--- src/rtl/cordic_chan_arbiter_pkg.sv ---
// Shared constants and types for the CORDIC channel arbiter: widths, tag type,
// and a helper that extracts one channel's request fields from the packed buses.
package cordic_arb_pkg;

    localparam int NCH = 4;
    localparam int IW  = 12;
    localparam int PW  = 19;
    localparam int WW  = 15;
    localparam int LAT = 17;
    localparam int CW  = (NCH > 1) ? $clog2(NCH) : 1;

    typedef logic [CW-1:0] chan_t;

    typedef struct packed {
        logic [IW-1:0] x;
        logic [IW-1:0] y;
        logic [PW-1:0] phase;
    } req_t;

    function automatic req_t chan_fields(
        input logic [NCH*IW-1:0] xb,
        input logic [NCH*IW-1:0] yb,
        input logic [NCH*PW-1:0] pb,
        input chan_t             k
    );
        req_t r;
        r.x     = xb[int'(k)*IW +: IW];
        r.y     = yb[int'(k)*IW +: IW];
        r.phase = pb[int'(k)*PW +: PW];
        return r;
    endfunction

endpackage

--- src/rtl/cordic_chan_arbiter_rr_arbiter.sv ---
// Combinational round-robin pick: first asserted request starting at ptr,
// wrapping modulo N. The pointer register lives in the parent.
module rr_arbiter #(
    parameter int N    = 4,
    parameter int PTRW = 2
) (
    input  logic [N-1:0]    req,
    input  logic [PTRW-1:0] ptr,
    output logic [N-1:0]    gnt,
    output logic [PTRW-1:0] idx,
    output logic            any
);

    // Scan offsets from farthest to nearest so the nearest hit overwrites.
    always_comb begin
        gnt = '0;
        idx = '0;
        any = 1'b0;
        for (int i = N - 1; i >= 0; i--) begin
            if (req[(int'(ptr) + i) % N]) begin
                gnt = {{(N-1){1'b0}}, 1'b1} << ((int'(ptr) + i) % N);
                idx = PTRW'((int'(ptr) + i) % N);
                any = 1'b1;
            end
        end
    end

endmodule

--- src/rtl/cordic_chan_arbiter.sv ---
// Time-shares one pipelined CORDIC between NCH channels with a matching tag pipeline.
// Optional macro CORDIC_ARB_PRIO0_EN gives channel 0 strict priority over the round-robin.
module cordic_chan_arbiter
    import cordic_arb_pkg::*;
(
    input  logic                i_clk,
    input  logic                i_reset_n,
    input  logic [NCH-1:0]      i_req_valid,
    output logic [NCH-1:0]      o_req_ready,
    input  logic [NCH*IW-1:0]   i_req_x,
    input  logic [NCH*IW-1:0]   i_req_y,
    input  logic [NCH*PW-1:0]   i_req_phase,
    output logic [IW-1:0]       o_cx,
    output logic [IW-1:0]       o_cy,
    output logic [PW-1:0]       o_cphase,
    output logic                o_cce,
    input  logic [WW-1:0]       i_rx,
    input  logic [WW-1:0]       i_ry,
    output logic                o_res_valid,
    input  logic                i_res_ready,
    output logic [CW-1:0]       o_res_chan,
    output logic [WW-1:0]       o_res_x,
    output logic [WW-1:0]       o_res_y
);

    // Handshakes: a request transfers on i_req_valid[k] & o_req_ready[k] and a
    // result on o_res_valid & i_res_ready. Ready may depend on valid, never the reverse.

    logic [LAT-1:0] vld;
    chan_t          tag [LAT];
    chan_t          ptr;

    logic [NCH-1:0] rr_gnt;
    chan_t          rr_idx;
    logic           rr_any;

    logic [NCH-1:0] gnt;
    chan_t          g;
    logic           any_grant;
    logic           hold_ptr;
    logic           grant_en;
    req_t           sel;

    rr_arbiter #(.N(NCH), .PTRW(CW)) u_rr (
        .req (i_req_valid),
        .ptr (ptr),
        .gnt (rr_gnt),
        .idx (rr_idx),
        .any (rr_any)
    );

    always_comb begin
        gnt       = rr_gnt;
        g         = rr_idx;
        any_grant = rr_any;
        hold_ptr  = 1'b0;
`ifdef CORDIC_ARB_PRIO0_EN
        // Channel 0 bypasses the pointer; with it idle the round-robin only sees 1..NCH-1.
        if (i_req_valid[0]) begin
            gnt       = {{(NCH-1){1'b0}}, 1'b1};
            g         = '0;
            any_grant = 1'b1;
            hold_ptr  = 1'b1;
        end
`endif
    end

    // The CORDIC freezes only when a finished result cannot leave; during reset it free-runs to flush.
    assign o_cce    = ~i_reset_n | i_res_ready | ~vld[LAT-1];
    assign grant_en = i_reset_n & o_cce & any_grant;

    always_comb begin
        sel = chan_fields(i_req_x, i_req_y, i_req_phase, g);
        o_req_ready = grant_en ? gnt : '0;
        o_cx        = grant_en ? sel.x : '0;
        o_cy        = grant_en ? sel.y : '0;
        o_cphase    = grant_en ? sel.phase : '0;
    end

    always_ff @(posedge i_clk or negedge i_reset_n) begin
        if (!i_reset_n) begin
            vld <= '0;
            ptr <= '0;
            for (int i = 0; i < LAT; i++) tag[i] <= '0;
        end else if (o_cce) begin
            vld    <= {vld[LAT-2:0], any_grant};
            tag[0] <= g;
            for (int i = 1; i < LAT; i++) tag[i] <= tag[i-1];
            if (any_grant && !hold_ptr) begin
                if (int'(g) == NCH - 1) ptr <= '0;
                else                    ptr <= g + 1'b1;
            end
        end
    end

    assign o_res_valid = vld[LAT-1];
    assign o_res_chan  = tag[LAT-1];
    assign o_res_x     = i_rx;
    assign o_res_y     = i_ry;

endmodule

--- config.mk ---
export PLATFORM = sky130hd
export DESIGN_NAME = cordic_chan_arbiter
export DESIGN_NICKNAME = d
export VERILOG_FILES = /design/src/rtl/cordic_chan_arbiter_pkg.sv /design/src/rtl/cordic_chan_arbiter_rr_arbiter.sv /design/src/rtl/cordic_chan_arbiter.sv
export SDC_FILE = /design/constraint.sdc
export NUM_CORES = 1
export LEC_CHECK = 0
export ABC_AREA = 1
export ABC_CLOCK_PERIOD_IN_PS = 7050
export BUFFER_PORTS_ARGS = -buffer_cell sky130_fd_sc_hd__buf_2
export CORE_AREA = 4 4 110 112
export DETAILED_ROUTE_END_ITERATION = 6
export DIE_AREA = 0 0 114 116
export GPL_TIMING_DRIVEN = 0
export PLACE_DENSITY_LB_ADDON = 0.2
export RECOVER_POWER = 25
export SYNTH_ARGS = -nofsm -noshare
export SYNTH_HDL_FRONTEND = slang
export SYNTH_SLANG_ARGS = --single-unit
--- constraint.sdc ---
create_clock -name i_clk -period 7.05 [get_ports i_clk]
set_input_delay 1.0575 -clock i_clk [delete_from_list [all_inputs] [get_ports i_clk]]
set_output_delay 1.0575 -clock i_clk [all_outputs]
set_load 0.005 [all_outputs]
==> summary.md <==
| Metric | Value |
|---|---|
| Outcome | `complete, no violations` |
| Worst skew pair latency | `280 ps` |
| Hold_buf cts | `0` |
| Initial antenna violation count | `1` |
| Global-route wire length before repair | `26.8 mm` |
| Reg2reg setup slack | `4230 ps` |
| R2r worst-path depth | `12` |
| Worst-margin pin slew | `1180 ps` |
| Syn Std Cell Area | `around 5000 um2` |
| Share of cells above drive strength 1 | `0.335` |
| RSZ-0062 raised after global routing | `false` |
| Period minus WS final | `5090 ps` |
| Worst slew margin | `0.215` |
| Top cell type's share of synthesized area | `0.265` |
| Final ANT Viol Nets | `0` |
| Leakage power | `between 4 and 5 nW` |
| DRT Pass-1 Iters | `5` |
| Max-Cap Viols | `0` |
| Final setup margin | `1960 ps` |
| CP Class | `primary input to output port` |
| Fin Setup TNS | `0 ps` |
| Iter 0 DRT Violations | `653` |
| FP Rows | `39` |
| Fin nets | `1286` |
| Capturing point of the worst reg2reg path | `ptr[1]$_DFFE_PN0P_` |
| Worst setup EP type | `output port` |
| Asr flop ratio synth | `1.00` |
| Critical path arrival | `4030 ps` |
| Hold Path Stages | `2` |
| Max frequency | `0.196 GHz` |
| Area grow syn2layout | `32.2%` |
| Register bit total from synthesis | `53` |
| Inserted Diodes | `0` |
| HP Start | `vld[14]$_DFFE_PN0N_` |
| Die area | `13200 um2` |
| Buffers on Ports | `259` |
| Largest net degree at the start of global routing | `between 50 and 60` |
| Slew Limit Fails | `0` |
| Slowest stage cell, crit path | `buf_2` |
| PD cells | `approximately 510 nW/um2` |
| Io pins | `290` |
| Synth top area cells | `dfrtp_1 (26%), nand2_1 (18%), nand3_1 (13%)` |
| Warnings, synthesis | `0` |
| Top_reg_cell synth | `dfrtp_1` |
| Dpl hpwl | `~15 mm` |
| All-Layer GR Usage | `0.252` |
| Syn Area/Cell | `6.25 um2` |
| Vias per std cell | `4.84` |
| Crit-path max FO | `55` |
| Root buf cell | `clkbuf_16` |
| Worst min path class | `flip-flop to flip-flop` |
| Critical R2R Launch | `ptr[1]$_DFFE_PN0P_` |
| Post-Syn Instances | `802` |
| Critical Path Start Type | `primary input` |
| Final hold viol count | `0` |
| Critical path, cell by cell | `buf_2 > nand2_1 > nor2_1 > clkinv_1 > nand3_1 > buf_2 > clkbuf_1 > a21oi_1 > buf_2` |
| Grt ovf | `0` |
| Worst-path clk slew | `60 ps` |
| Postcts setup bufs | `0` |
| Initial core utilization | `0.446` |
| TritonCTS clock tree | `built` |
| Hold worst-path end | `vld[15]$_DFFE_PN0N_` |
| Post-Place Setup Slack | `1850 ps` |
| CTS Buffer Depth | `2` |
| DIE HEIGHT | `116 um` |
| Most frequent cell on the critical path | `buf_2` |
| Placed Cells | `1204` |
| Placer Congestion | `0.961` |
| Routed vias | `5866` |
| # H-tree levels | `2` |
| Num Clock Sinks | `53` |
| CTS Buf Count | `5` |
| Post-synth top cells | `nand2_1 (243), inv_1 (140), nand3_1 (132)` |
| CP required | `5990 ps` |
| Register area share after synthesis | `0.265` |
| Clock skew | `~3 ps` |
| DR DRC count | `0` |
| Area leader, netlist | `dfrtp_1` |
| Core area | `around 11000 um2` |
| VDD IR max | `237 uV` |
| Die width | `114 um` |
| Final Non-Filler Cells | `between 1000 and 1500` |
| Vias in the first global route | `between 5000 and 6000` |
| Syn nets | `between 1000 and 1500` |
| Largest stage delay, worst path | `870 ps` |
| Final setup viols | `0` |
| Final period utilization | `0.722` |
| Routed WL | `18.0 mm` |
| WL/cell | `between 10 and 15 um` |
| Yosys cell types | `33` |
| Most common cell in the netlist | `nand2_1` |
| PostCTS Resize Cnt | `0` |
| Post-synth EDFFs | `0` |
-- registers in the layout (all words and copies together), names as in the netlist --
| signal | count |
|---|---|
| o_res_chan | 2 |
| ptr | 2 |
| tag | 32 |
| vld | 17 |
-- kinds of logic (layout without fill, tap and decap cells) --
logic type,Yosys count,after routing,synth area share
AO/OA/AOI/OAI,63,63,0.0749
adder cells (fa/ha/maj),9,9,0.0225
buffers and inverters,229,496,0.212
flip-flops,53,53,0.265
AND/OR/NAND/NOR,448,448,0.426
-- final cells by class --
type | instances | area (um2)
fillers | 1155 | 4600
multi-input cells | 520 | 2620
flip-flops and latches | 53 | 1330
repair buffers | 259 | 1300
inverters | 146 | 551
plain buffers | 83 | 512
well taps | 143 | 179
clock buffers | 6 | 129
clock inverters | 2 | 10.0
-- metal layers --
metal / GRT usage / part of all wire / vias up
li1: - / - / 2986
met1: 0.337 / 0.42 / 2584
met2: 0.412 / 0.47 / 260
met3: 0.0580 / 0.086 / 34
met4: 0.0705 / 0.024 / 2
met5: 0 / 0.00072 / -
-- power breakdown --
part           switching (mW)  total, mW  leakage (nW)  internal (mW)
Clock                  0.0998      0.230        0.0706          0.130
Sequential             0.0836      0.537         0.642          0.453
Combinational            1.64       2.62          3.37          0.986
-- placed cells by master (no fill, tap or decap) --
| cell type | n |
|---|---|
| inv_4 | 1 |
| a211oi_1 | 1 |
| buf_2 | 272 |
| inv_1 | 140 |
| inv_2 | 4 |
| nor2_1 | 5 |
| dfrtp_1 | 53 |
| clkinv_2 | 2 |
| nand2_1 | 243 |
| nor3_1 | 1 |
| o21ai_1 | 1 |
| buf_4 | 39 |
| nand3b_1 | 43 |
| clkinv_1 | 1 |
| o31ai_1 | 1 |
| buf_6 | 5 |
| clkbuf_1 | 26 |
| or2_2 | 1 |
| o21ai_4 | 1 |
| and2_1 | 1 |
| o21ai_0 | 4 |
| clkbuf_16 | 5 |
| or2_1 | 1 |
| ha_1 | 9 |
| a21oi_1 | 41 |
| nor2_4 | 1 |
| nand3_1 | 132 |
| nand3_2 | 10 |
| nand2_2 | 5 |
| buf_1 | 1 |
| a31oi_1 | 1 |
| o211ai_1 | 5 |
| a21oi_2 | 8 |
| nand2_4 | 4 |
| and3_1 | 1 |
-- per-stage QoR --
step                instance area (um2)  power, mW   util  hold slack [ps]
CTS                                6620       3.39  0.590              467
floorplan                          5010       2.34      -              440
detailed placement                 6480       3.15  0.578              457
global placement                   6480       3.13  0.578              451
global route                       6620       3.73  0.590              490
finish                             6620       3.39  0.590              461
-- how the worst max path moves through the flow --
stage	from	to	slack, ps	depth (start not counted)
global route	i_reset_n	o_cy[9]	1420	9
detailed placement	i_reset_n	o_cphase[9]	1850	9
CTS	i_reset_n	o_cphase[9]	1870	9
global placement	i_reset_n	o_cphase[9]	1950	9
finish	i_reset_n	o_cy[9]	1960	9
floorplan	i_req_valid[3]	o_cy[8]	3700	14
-- worst max-delay path, delay by kind of cell --
kind            cells  cell delay (ps)
simple gates        3              720
compound gates      1              180
buf+inv             5             2060
Note: power is estimated with default switching activity, not from simulation.
